==> config.mk <==
export PLATFORM = sky130hd
export DESIGN_NAME = param_register_file
export DESIGN_NICKNAME = d
export VERILOG_FILES = /design/src/rtl/param_register_file.sv
export SDC_FILE = /design/constraint.sdc
export NUM_CORES = 1
export LEC_CHECK = 0
export ABC_AREA = 0
export CELL_PAD_IN_SITES_DETAIL_PLACEMENT = 1
export CELL_PAD_IN_SITES_GLOBAL_PLACEMENT = 1
export CORE_MARGIN = 1
export CORE_UTILIZATION = 52
export CTS_CLUSTER_SIZE = 20
export DETAILED_ROUTE_END_ITERATION = 12
export PLACE_DENSITY = 0.95
export SYNTH_ARGS = -nofsm -noshare
export SYNTH_HDL_FRONTEND = slang
export SYNTH_SLANG_ARGS = --single-unit
==> constraint.sdc <==
create_clock -name clk -period 3.25 [get_ports clk]
set_input_delay 0.65 -clock clk [delete_from_list [all_inputs] [get_ports clk]]
set_output_delay 0.65 -clock clk [all_outputs]
set_load 0.05 [all_outputs]
==> src/rtl/param_register_file.sv <==
// Multi-ported register file: one write port, three registered read ports,
// and a hardware init sweep. Define REGFILE_BYPASS_EN for write-to-read forwarding.
module param_register_file #(
  parameter int DATA_WIDTH = 16,
  parameter int ADDR_WIDTH = 4,
  parameter int INIT_ZERO  = 0
) (
  input  logic                  clk,
  input  logic                  reset,
  input  logic                  we,
  input  logic [ADDR_WIDTH-1:0] wa,
  input  logic [DATA_WIDTH-1:0] wd,
  input  logic                  re,
  input  logic [ADDR_WIDTH-1:0] ra_a,
  input  logic [ADDR_WIDTH-1:0] ra_b,
  input  logic [ADDR_WIDTH-1:0] ra_d,
  output logic [DATA_WIDTH-1:0] rd_a,
  output logic [DATA_WIDTH-1:0] rd_b,
  output logic [DATA_WIDTH-1:0] rd_d,
  input  logic                  init_req,
  output logic                  busy,
  output logic                  init_done,
  output logic [1:0]            fsm_state
);

  localparam int DEPTH = 1 << ADDR_WIDTH;
  localparam int CW    = ADDR_WIDTH + 1;
  localparam int NPORT = 3;

  typedef enum logic [1:0] {
    IDLE  = 2'd0,
    SWEEP = 2'd1,
    DONE  = 2'd2
  } state_t;

  state_t                state;
  state_t                state_next;
  logic [CW-1:0]         cnt;
  logic [CW-1:0]         cnt_next;
  logic                  sweep_wr;
  logic                  wr_en;
  logic                  rd_en;

  logic [DATA_WIDTH-1:0] regs [DEPTH];
  logic [ADDR_WIDTH-1:0] ra      [NPORT];
  logic [DATA_WIDTH-1:0] rd_next [NPORT];
  logic [DATA_WIDTH-1:0] rd_q    [NPORT];

  // Index zero-extended or truncated to the register width, or zero.
  function automatic logic [DATA_WIDTH-1:0] init_value(input logic [ADDR_WIDTH-1:0] idx);
    logic [DATA_WIDTH+ADDR_WIDTH-1:0] wide;
    wide = '0;
    wide[ADDR_WIDTH-1:0] = idx;
    if (INIT_ZERO != 0) return '0;
    return wide[DATA_WIDTH-1:0];
  endfunction

  // ---------------- FSM ----------------
  always_ff @(posedge clk or negedge reset) begin
    if (!reset) begin
      state <= IDLE;
      cnt   <= '0;
    end else begin
      state <= state_next;
      cnt   <= cnt_next;
    end
  end

  always_comb begin
    state_next = state;
    cnt_next   = cnt;
    sweep_wr   = 1'b0;
    busy       = 1'b0;
    init_done  = 1'b0;
    case (state)
      IDLE: begin
        if (init_req) begin
          state_next = SWEEP;
          cnt_next   = '0;
        end
      end
      SWEEP: begin
        busy     = 1'b1;
        sweep_wr = 1'b1;
        cnt_next = cnt + CW'(1);
        if (cnt == CW'(DEPTH - 1)) state_next = DONE;
      end
      DONE: begin
        busy       = 1'b1;
        init_done  = 1'b1;
        state_next = IDLE;
      end
      default: state_next = IDLE;
    endcase
  end

  assign fsm_state = state;
  // Normal accesses are only honoured in IDLE; everything is frozen while busy.
  assign wr_en = (state == IDLE) && we;
  assign rd_en = (state == IDLE) && re;

  // ---------------- storage ----------------
  always_ff @(posedge clk or negedge reset) begin
    if (!reset) begin
      for (int i = 0; i < DEPTH; i++) regs[i] <= init_value(ADDR_WIDTH'(i));
    end else if (sweep_wr) begin
      regs[cnt[ADDR_WIDTH-1:0]] <= init_value(cnt[ADDR_WIDTH-1:0]);
    end else if (wr_en) begin
      regs[wa] <= wd;
    end
  end

  // ---------------- read ports ----------------
  assign ra[0] = ra_a;
  assign ra[1] = ra_b;
  assign ra[2] = ra_d;

  always_comb begin
    for (int p = 0; p < NPORT; p++) begin
      rd_next[p] = regs[ra[p]];
`ifdef REGFILE_BYPASS_EN
      // Same-cycle write to the address being read returns the new data.
      if (wr_en && (ra[p] == wa)) rd_next[p] = wd;
`endif
    end
  end

  always_ff @(posedge clk or negedge reset) begin
    if (!reset) begin
      for (int p = 0; p < NPORT; p++) rd_q[p] <= '0;
    end else if (rd_en) begin
      for (int p = 0; p < NPORT; p++) rd_q[p] <= rd_next[p];
    end
  end

  assign rd_a = rd_q[0];
  assign rd_b = rd_q[1];
  assign rd_d = rd_q[2];

endmodule
==> parameters.txt, run 1 <==
Parameter                              Value

CTS
  Post_cts resized    0
  Clock tree sinks    311
  Clock tree buffer depth    3
  Number of buffers inserted by post-CTS setup repair    0
  Number of buffers inserted during clock tree synthesis    36
  Clock tree from TritonCTS    done
  Post-CTS clock slew at the launch and capture registers of the worst setup and hold paths    roughly 0.060 ns
  Total of hold buffers inserted after clock tree synthesis    0
  H-Tree Level Count    2
  Clock Latency Late Sink    0.53 ns
  Buffer cell driving the clock tree root    sky130_fd_sc_hd__clkbuf_16

Hold path
  Worst Hold Class    in -> async

Synth
  Most common cell in the netlist    sky130_fd_sc_hd__mux2i_1
  Synthesized flop and latch total    311
  Cells taking the most area after synthesis    sky130_fd_sc_hd__dfrtp_1, sky130_fd_sc_hd__mux2i_1, sky130_fd_sc_hd__a22o_1
  Synth async-reset ratio    100%
  Leading post-synthesis cells by instance count    sky130_fd_sc_hd__mux2i_1, sky130_fd_sc_hd__dfrtp_1, sky130_fd_sc_hd__nand2_1
  Fraction of post-synthesis cell area in the top cell type by area    37.3%
  Synthesized area    18700 um^2
  Cell variety after synth    50
  EDFF count, synth    0
  Post-synthesis sequential area ratio    41.8%
  Per-instance average area after synthesis    10.1 um^2
  Post-Synthesis Cells    roughly 1900
  Ys flop type    sky130_fd_sc_hd__dfrtp_1
  Synthesis warning total    0
  Number of nets in the synthesized netlist    1903
  Cell taking the most area after synthesis    sky130_fd_sc_hd__dfrtp_1

Critical path
  Required time of the critical path    3.66 ns
  Critical Path AT    3.54 ns
  Worst R2R Setup Slack    0.12 ns
  Critical Path End Type    register
  Maximum fanout along the worst path    16
  Critical Path Start Type    register
  Critical path class    reg -> reg

STA
  Slew at the pin closest to its max-slew limit    1.35 ns
  Hold Violations, Final    0
  Highest Clock Rate    320 MHz
  Setup skew after layout    0.0103 ns
  Min Clock Period, post-route    3.13 ns
  Final sum of negative setup slack    0 ns
  Tcrit/Tclk final    96.2%
  Rel. slew slack    just under 10%
  Setup repair after global routing missed its margin    false
  Hold slack    0.0866 ns
  Max-slew violation total from the final report    0
  Final Setup Violations    0

Route
  Top routing layer in use    met4
  Number of DRC markers after the initial detailed-route iteration    roughly 2400
  Ratio of routed vias to standard cells    7.72
  Total number of vias    roughly 18000
  Wire length on met3    9080 um
  Number of routed nets with antenna violations    0
  Remaining design rule violation count    0
  Wire per inst    between 30 and 40 um
  Met2 Routed Length    36800 um
  Number of iterations in the first detailed-routing pass    6
  Met1 WL    between 20000 and 30000 um
  Post-detailed-routing wire length    80500 um

GRT
  Number of antenna violations at the first check in global routing    3
  Wire length of the first global-routing pass    120000 um
  Largest net degree at the start of global routing    82
  Overflow after GRT    0
  Via count of the first global-routing pass    19600
  GRT Util Overall    between 40% and 50%

Run
  Number of maximum-capacitance violations    0

Cells and area
  Number of standard cells in the final layout excluding fillers    2375
  Layout cells sized above 1    11.1%
  Area Overhead vs Synth    13.9%
  Sequential cell area in the final layout    7820 um^2
  Post-layout net count    1932
  Area of combinational cells with multiple inputs    10100 um^2
  Final standard cell utilization of the core    60.0%
  Filler cells    about 3800

Power and ir drop
  Tot Pwr    18.5 mW
  Power per standard cell area    between 800 and 900 nW/um^2
  Max rail drop VDD    795 uV
  Static Leakage    9.70 nW

Floorplan
  Floorplan Core Area    35500 um^2
  Floorplan die width    ~190 um
  Number of top-level pins    89
  Die height    192 um
  Effective utilization at floorplan    between 50% and 60%
  Die Area    36700 um^2
  Row count    69

Placed design
  Placed Cells incl. Taps    2309
  Port Buf Inserts    88
  Final HPWL DP    49000 um
  Routability-driven placement congestion ratio    0.977

Status
  Run status    completed
worst max-delay path, cell delays in order (launching register included):
cell                       delay (ns)
sky130_fd_sc_hd__dfrtp_1         0.42
sky130_fd_sc_hd__inv_1           0.12
sky130_fd_sc_hd__ha_1            0.50
sky130_fd_sc_hd__nand3b_1        0.62
sky130_fd_sc_hd__buf_4           0.40
sky130_fd_sc_hd__o21a_1          0.55
sky130_fd_sc_hd__a22o_1          0.40
report_power, final:
group	internal (mW)	leakage [nW]	switching, mW	total [mW]
Clock	2.52	0.601	1.75	4.27
Combinational	2.57	5.00	4.46	7.03
Sequential	5.33	4.10	1.87	7.20
Total	10.4	9.70	8.08	18.5
kinds of logic after synthesis:
kind of cell	count (synthesis)	share of synthesized area (%)
compound gates	509	20.1
simple gates	447	11.7
mux	396	21.3
flops	311	41.8
buf+inv	185	4.45
fa+ha+maj	9	0.602
cell type report:
| class | instances | area share [%] |
|---|---|---|
| Inverter | 9 | 0.159 |
| Clock buffer | 46 | 4.74 |
| Antenna cell | 3 | 0.0353 |
| Timing Repair Buffer | 167 | 7.43 |
| Sequential cell | 311 | 36.7 |
| Clock inverter | 17 | 0.917 |
| Tap cell | 461 | 2.71 |
| Multi-Input combinational cell | 1361 | 47.3 |
worst paths after layout:
path,start,endpoint,depth (start not counted)
setup / recovery,fsm_state[1],regs[31],6
hold / removal,reset,regs[44],1
setup reg to reg,fsm_state[1],regs[31],6
hold reg to reg,rd_a[9],rd_a[9],2
max in group asynchronous,reset,regs[181],2
min in group clk,rd_a[9],rd_a[9],2
routing by layer:
metal	vias to the layer above	GRT usage, %
met2	1598	69.4
met4	0	33.9
met3	570	12.1
met1	9102	50.4
met5	-	0
li1	7069	-
layout by cell type (no fill, tap or decap), types with 16 or more instances in the layout:
| master | count |
|---|---|
| sky130_fd_sc_hd__dfstp_2 | 32 |
| sky130_fd_sc_hd__o21ai_0 | 81 |
| sky130_fd_sc_hd__a21oi_1 | 52 |
| sky130_fd_sc_hd__mux2i_1 | 385 |
| sky130_fd_sc_hd__nand3_1 | 137 |
| sky130_fd_sc_hd__buf_4 | 71 |
| sky130_fd_sc_hd__nand2_1 | 207 |
| sky130_fd_sc_hd__clkbuf_16 | 37 |
| sky130_fd_sc_hd__nand4_1 | 17 |
| sky130_fd_sc_hd__clkdlybuf4s50_1 | 84 |
| sky130_fd_sc_hd__a22o_1 | 168 |
| sky130_fd_sc_hd__nor2b_1 | 16 |
| sky130_fd_sc_hd__a22oi_1 | 156 |
| sky130_fd_sc_hd__dfrtp_1 | 279 |
flip-flops by register name, indices dropped and copies added, names as in the netlist:
signal and cells:
regs 256, rd_a 16, rd_b 16, rd_d 16
cnt 5, fsm_state 2
through the flow:
| step | cell area [um^2] | worst slack [ns] |
|---|---|---|
| finish | 21300 | 0.123 |
| global route | 21300 | 0.105 |
| CTS | 21300 | 0.280 |
| detailed placement | 20100 | 0.252 |
| global placement | 20100 | 0.402 |
| floorplan | 18700 | 0.933 |
(Power assumes the default switching activity.)
==> run 2: changes to the inputs <==
--- a/config.mk
+++ b/config.mk
@@ -8,11 +8,10 @@
 export ABC_AREA = 0
 export CELL_PAD_IN_SITES_DETAIL_PLACEMENT = 1
 export CELL_PAD_IN_SITES_GLOBAL_PLACEMENT = 1
-export CORE_MARGIN = 1
-export CORE_UTILIZATION = 52
+export CORE_UTILIZATION = 50
 export CTS_CLUSTER_SIZE = 20
 export DETAILED_ROUTE_END_ITERATION = 12
-export PLACE_DENSITY = 0.95
+export PLACE_DENSITY = 0.94
 export SYNTH_ARGS = -nofsm -noshare
 export SYNTH_HDL_FRONTEND = slang
 export SYNTH_SLANG_ARGS = --single-unit
==> run 2 against run 1 <==
First-iteration DRC count fell by 2.2%. Critical path depth stayed put. Sequential share of layout area hardly changed. Largest cell class unchanged. Highest routed layer is now met5.
==> parameters.txt, run 2 (synthesis gave the netlist of run 1 again) <==
Parameter                              Value

Floorplan
  Die height    195 um (+2.0%)
  Effective utilization at floorplan    50.9% (-1.7 points)
  Floorplan Core Area    36700 um^2 (+3.4%)
  Row count    70 (+1.4%)
  Number of top-level pins    89 (unchanged)
  Floorplan die width    195 um (+2.0%)
  Die Area    38200 um^2 (+4.0%)

Critical path
  List of cells traversed by the critical path    inv_1, ha_1, nand3b_1, or2_2, o21a_1, mux2_2
  CP startpoint    cnt[0]
  Critical path class    reg -> reg
  Worst R2R Setup Slack    0.48 ns (+0.36 ns)
  R2r worst-path depth    6 (unchanged)
  Critical Path Start Type    register
  Critical Path AT    3.18 ns (-0.36 ns)
  Critical Path End Type    register
  Worst reg2reg path endpoint    regs[144]
  Required time of the critical path    3.66 ns (about the same)
  Highest cell delay on the worst timing path    0.57 ns (-0.05 ns)
  Reg2Reg Launch Point    cnt[0]
  Worst path slowest cell    sky130_fd_sc_hd__ha_1
  Maximum fanout along the worst path    15 (-1)

STA
  Final sum of negative setup slack    0 ns (unchanged)
  Highest Clock Rate    361 MHz (+13%)
  Slew at the pin closest to its max-slew limit    1.29 ns (-0.0621 ns)
  Hold Violations, Final    0 (unchanged)
  Min Clock Period, post-route    2.77 ns (-0.359 ns)
  Rel. slew slack    13.8% (+4.1 points)
  Max-slew violation total from the final report    0 (unchanged)
  Tcrit/Tclk final    85.2% (-11 points)
  Final Setup Violations    0 (unchanged)
  Setup repair after global routing missed its margin    false
  Setup skew after layout    0.0208 ns (+0.0106 ns)

Placed design
  Port Buf Inserts    88 (unchanged)
  Final HPWL DP    48500 um (-1.1%)
  Routability-driven placement congestion ratio    0.945 (-3.3%)

CTS
  Post-CTS clock slew at the launch and capture registers of the worst setup and hold paths    0.06 ns (about the same)
  Clock Latency Late Sink    0.53 ns (about the same)
  Clock tree buffer depth    3 (unchanged)
  Clock tree from TritonCTS    done
  Buffer cell driving the clock tree root    sky130_fd_sc_hd__clkbuf_16
  H-Tree Level Count    2 (unchanged)
  Number of buffers inserted during clock tree synthesis    37 (+2.8%)
  Total of hold buffers inserted after clock tree synthesis    0 (unchanged)
  Clock tree sinks    311 (unchanged)
  Number of buffers inserted by post-CTS setup repair    0 (unchanged)
  Post_cts resized    0 (unchanged)

Route
  Post-detailed-routing wire length    78300 um (-2.8%)
  Total number of vias    17900 (-2.3%)
  Number of routed nets with antenna violations    0 (unchanged)
  Wire per inst    33.0 um (-2.6%)
  Number of iterations in the first detailed-routing pass    6 (unchanged)
  Ratio of routed vias to standard cells    7.56 (-2.1%)
  Remaining design rule violation count    0 (unchanged)
  Number of DRC markers after the initial detailed-route iteration    2320 (-2.2%)

Power and ir drop
  Combinational Power Share    37.8% (-0.2 points)
  NetSw    7.93 mW (-1.8%)
  Static Leakage    9.67 nW (-0.30%)
  Share of power burned in registers    39.3% (+0.4 points)
  Clock network fraction of total power    23.0% (about the same)
  Max rail drop VDD    726 uV (-8.7%)
  P_int    10.4 mW (about the same)
  Power per standard cell area    862 nW/um^2 (-0.72%)
  Switching share of power    43.2% (-0.46 points)

GRT
  Wire length of the first global-routing pass    119000 um (-1.1%)
  Overflow after GRT    0 (unchanged)
  Via count of the first global-routing pass    19400 (-1.0%)
  Number of antenna violations at the first check in global routing    2 (-1)
  GRT Util Overall    41.0% (-2.8 points)
  Largest net degree at the start of global routing    86 (+4.9%)

Hold path
  Worst Hold Class    in -> async

Cells and area
  Post-layout net count    1927 (-0.26%)
  Commonest cells after routing, fill and taps aside    sky130_fd_sc_hd__mux2i_1, sky130_fd_sc_hd__dfrtp_1, sky130_fd_sc_hd__nand2_1
  Antenna cell count    0 (-3)
  Area Overhead vs Synth    13.8% (about the same)
  Register with the most flip-flops    regs
  Final standard cell utilization of the core    58.0% (-2.0 points)
  Most common cell after layout, fill and taps aside    sky130_fd_sc_hd__mux2i_1
  Max FFs per register    256 (unchanged)
  Layout cells sized above 1    10.3% (-0.75 points)

Run
  Number of maximum-capacitance violations    0 (unchanged)

Status
  Run status    completed
## run 2: changes by cell type in the layout (fill, tap and decap cells not counted), sizes merged
cell / change
diode: -3
inv: +2
clkinv: -11
bufinv: -2
buf: -6
clkbuf: +11
clkinvlp: -1
## run 2: worst max-delay path, delay by kind of cell, from the launching register on
family                   cells  cell delay, ns
AND/OR/NAND/NOR              2            0.69
adder cells (fa/ha/maj)      1            0.57
AO/OA/AOI/OAI                1            0.38
flip-flops                   1            0.46
buffers and inverters        1            0.15
multiplexers                 1            0.39
## run 2: worst max path at each step
stage | end | slack [ns]
2_1_floorplan | regs[121] | 0.93
3_3_place_gp | regs[33] | 0.35
3_5_place_dp | regs[113] | 0.22
4_1_cts | busy | 0.49
5_1_grt | busy | 0.42
6_report | regs[144] | 0.48
## run 2: layout make-up
type / count / area, um^2
Fill cell: 3911 / 15400
Multi-Input combinational cell: 1361 / 10100
Sequential cell: 311 / 7820
Timing Repair Buffer: 161 / 1580
Clock buffer: 57 / 1110
Tap cell: 468 / 586
Clock inverter: 5 / 82.6
Inverter: 9 / 33.8
## run 2: stage by stage
step	instances	hold slack (ns)	setup WS [ns]	area [um^2]	power (mW)
after CTS	2372	0.0125	0.492	21300	18.0
after floorplan	1857	0.354	0.933	18700	11.0
final	2372	0.00621	0.482	21300	18.3
after global placement	2310	0.459	0.346	20100	13.0
after detailed placement	2310	0.474	0.219	20100	13.6
after global routing	2372	0.0269	0.423	21300	18.9
## run 2: power groups by stage
| stage | logic (mW) | clock network [mW] | registers (mW) |
|---|---|---|---|
| after floorplan | 3.69 | 0 | 7.31 |
| after global placement | 6.16 | 0 | 6.83 |
| after detailed placement | 6.60 | 0 | 7.04 |
| after CTS | 6.79 | 4.21 | 7.03 |
| after global routing | 7.28 | 4.35 | 7.26 |
| final | 6.93 | 4.21 | 7.21 |
## run 2: per-layer routing
| layer | track usage (%) | vias up | wire length, um |
|---|---|---|---|
| li1 | - | 7035 | - |
| met1 | 49.4 | 8983 | 27800 |
| met2 | 63.7 | 1409 | 35600 |
| met3 | 9.72 | 497 | 8310 |
| met4 | 31.7 | 2 | 6570 |
| met5 | 0 | - | 13 |
==> RTL edit (flow settings as in run 2) <==
The option `REGFILE_BYPASS_EN` is turned on by a define.
--- a/src/rtl/param_register_file.sv
+++ b/src/rtl/param_register_file.sv
@@ -1,5 +1,7 @@
 // Multi-ported register file: one write port, three registered read ports,
 // and a hardware init sweep. Define REGFILE_BYPASS_EN for write-to-read forwarding.
+`define REGFILE_BYPASS_EN
+
 module param_register_file #(
   parameter int DATA_WIDTH = 16,
   parameter int ADDR_WIDTH = 4,
Function: changed (Yosys sat finds a counterexample within 4 cycles, from zero or initial values and one cycle with reset low).
==> RTL edit against run 2 <==
The flow now finishes with violations (setup timing); final area rose by 4.0%; die area increased by 3.4%; sequential cell count stayed put; highest routed layer unchanged; routed wire length rose by 21%; sequential power decreased by 28%; non-clock buffer count is 28 higher; total power decreased by 19%; synthesized area is 3.4% higher; worst setup slack got worse by 0.51 ns; combinational power shrank 26%.
==> RTL edit: results (changes against run 2) <==
status=finished with violations (was finished clean); failing checks=setup timing; share of the synthesized area in the top cell type=36.11% (was 37.35%); Slowest cell on crit path=inv_1 (was ha_1); met2 wire len=39630 µm (was 35620 µm); Setup violations, final=1 (was 0); first-pass GRT wire length=139800 µm (was 118600 µm); initial antenna violation count=7 (was 2); Synth Net Count=1711 (was 1903); DRT Pass-1 Iters=8 (was 6); later-pin clock latency in the skew report=0.58 ns (was 0.53 ns); grt met3 use=28.48% (was 9.724%); leakage=0.008734 µW (was 0.009669 µW); Reg2Reg Launch Point=fsm_state[1]$_DFFE_PN0P_ (was cnt[0]$_DFFE_PN0P_); final worst slack=-0.02340 ns (was 0.4824 ns); Rel. slew slack=34.59% (was 13.82%); sequential share of the synthesized area=40.46% (was 41.84%); GR Util met1=54.62% (was 49.42%); Initial DRC Count=3770 (was 2320); fillers=3760 (was 3911); CP top delay family=buffers and inverters (was simple AND/OR/NAND/NOR gates); worst slack at placement=0.2570 ns (was 0.2190 ns); slowest stage delay, CP=0.67 ns (was 0.57 ns); total track usage=49.30% (was 41.05%); largest net degree at the start of global routing=76 (was 86); vias in the first global route=20444 (was 19400); worst clock skew=0.02692 ns (was 0.02085 ns); CP arrival=3.71 ns (was 3.18 ns); Inserted Clock Buffers=35 (was 37); library cells used by synthesis=56 (was 50)
[RTL edit: cells by family after synthesis]
family | count (synthesis) | share of synthesized area [%]
AOI/OAI and AO/OA | 493 | 19.06
xor gates and xnor gates | 12 | 0.5436
adders and majority gates | 9 | 0.5825
buffers and inverters | 197 | 5.391
DFF | 311 | 40.46
muxes | 224 | 24.23
and+or+nand+nor | 419 | 9.734
[RTL edit: layout make-up]
class                      instances  area, µm²  share of cell area [%]
inverter                          10      37.54                  0.1697
tap                              511      639.4                   2.890
multi-input combinational       1157      10530                   47.61
clock inverter                    13      217.7                  0.9841
sequential                       311       7823                   35.36
antenna                            4      10.01                 0.04525
clock buffer                      49       1041                   4.706
timing repair buffer             189       1822                   8.235
[RTL edit: per-stage QoR]
step	hold slack, ns	std cells	utilization [%]	TNS (ns)
after floorplan	0.3544	1665	-	0
after global placement	0.4671	2178	55.10	0
after detailed placement	0.4719	2178	55.10	0
after CTS	0.07530	2240	58.43	0
after global routing	0.07693	2240	58.43	0
final	0.04301	2244	58.46	-0.02340
[RTL edit: report_power, final]
group / leakage, µW / internal, µW / switching, µW / total [µW]
clock: 0.000621 / 2710 / 1860 / 4570
sequential: 0.00421 / 4500 / 718 / 5220
combinational: 0.00391 / 1530 / 3580 / 5110
total: 0.00873 / 8750 / 6150 / 14900
[RTL edit: path summary, 6_finish.rpt]
path                                              end  cells after the start  slack (ns)
worst max-delay path              regs[9]$_DFFE_PN0P_                      7       -0.02
worst min-delay path            regs[219]$_DFFE_PN0P_                      1        0.04
worst max register to register    regs[9]$_DFFE_PN0P_                      7       -0.02
worst min register to register   regs[81]$_DFFE_PN1P_                      2        0.49
max in group asynchronous          cnt[4]$_DFFE_PN0P_                      2        2.23
min in group clk                 regs[81]$_DFFE_PN1P_                      2        0.49
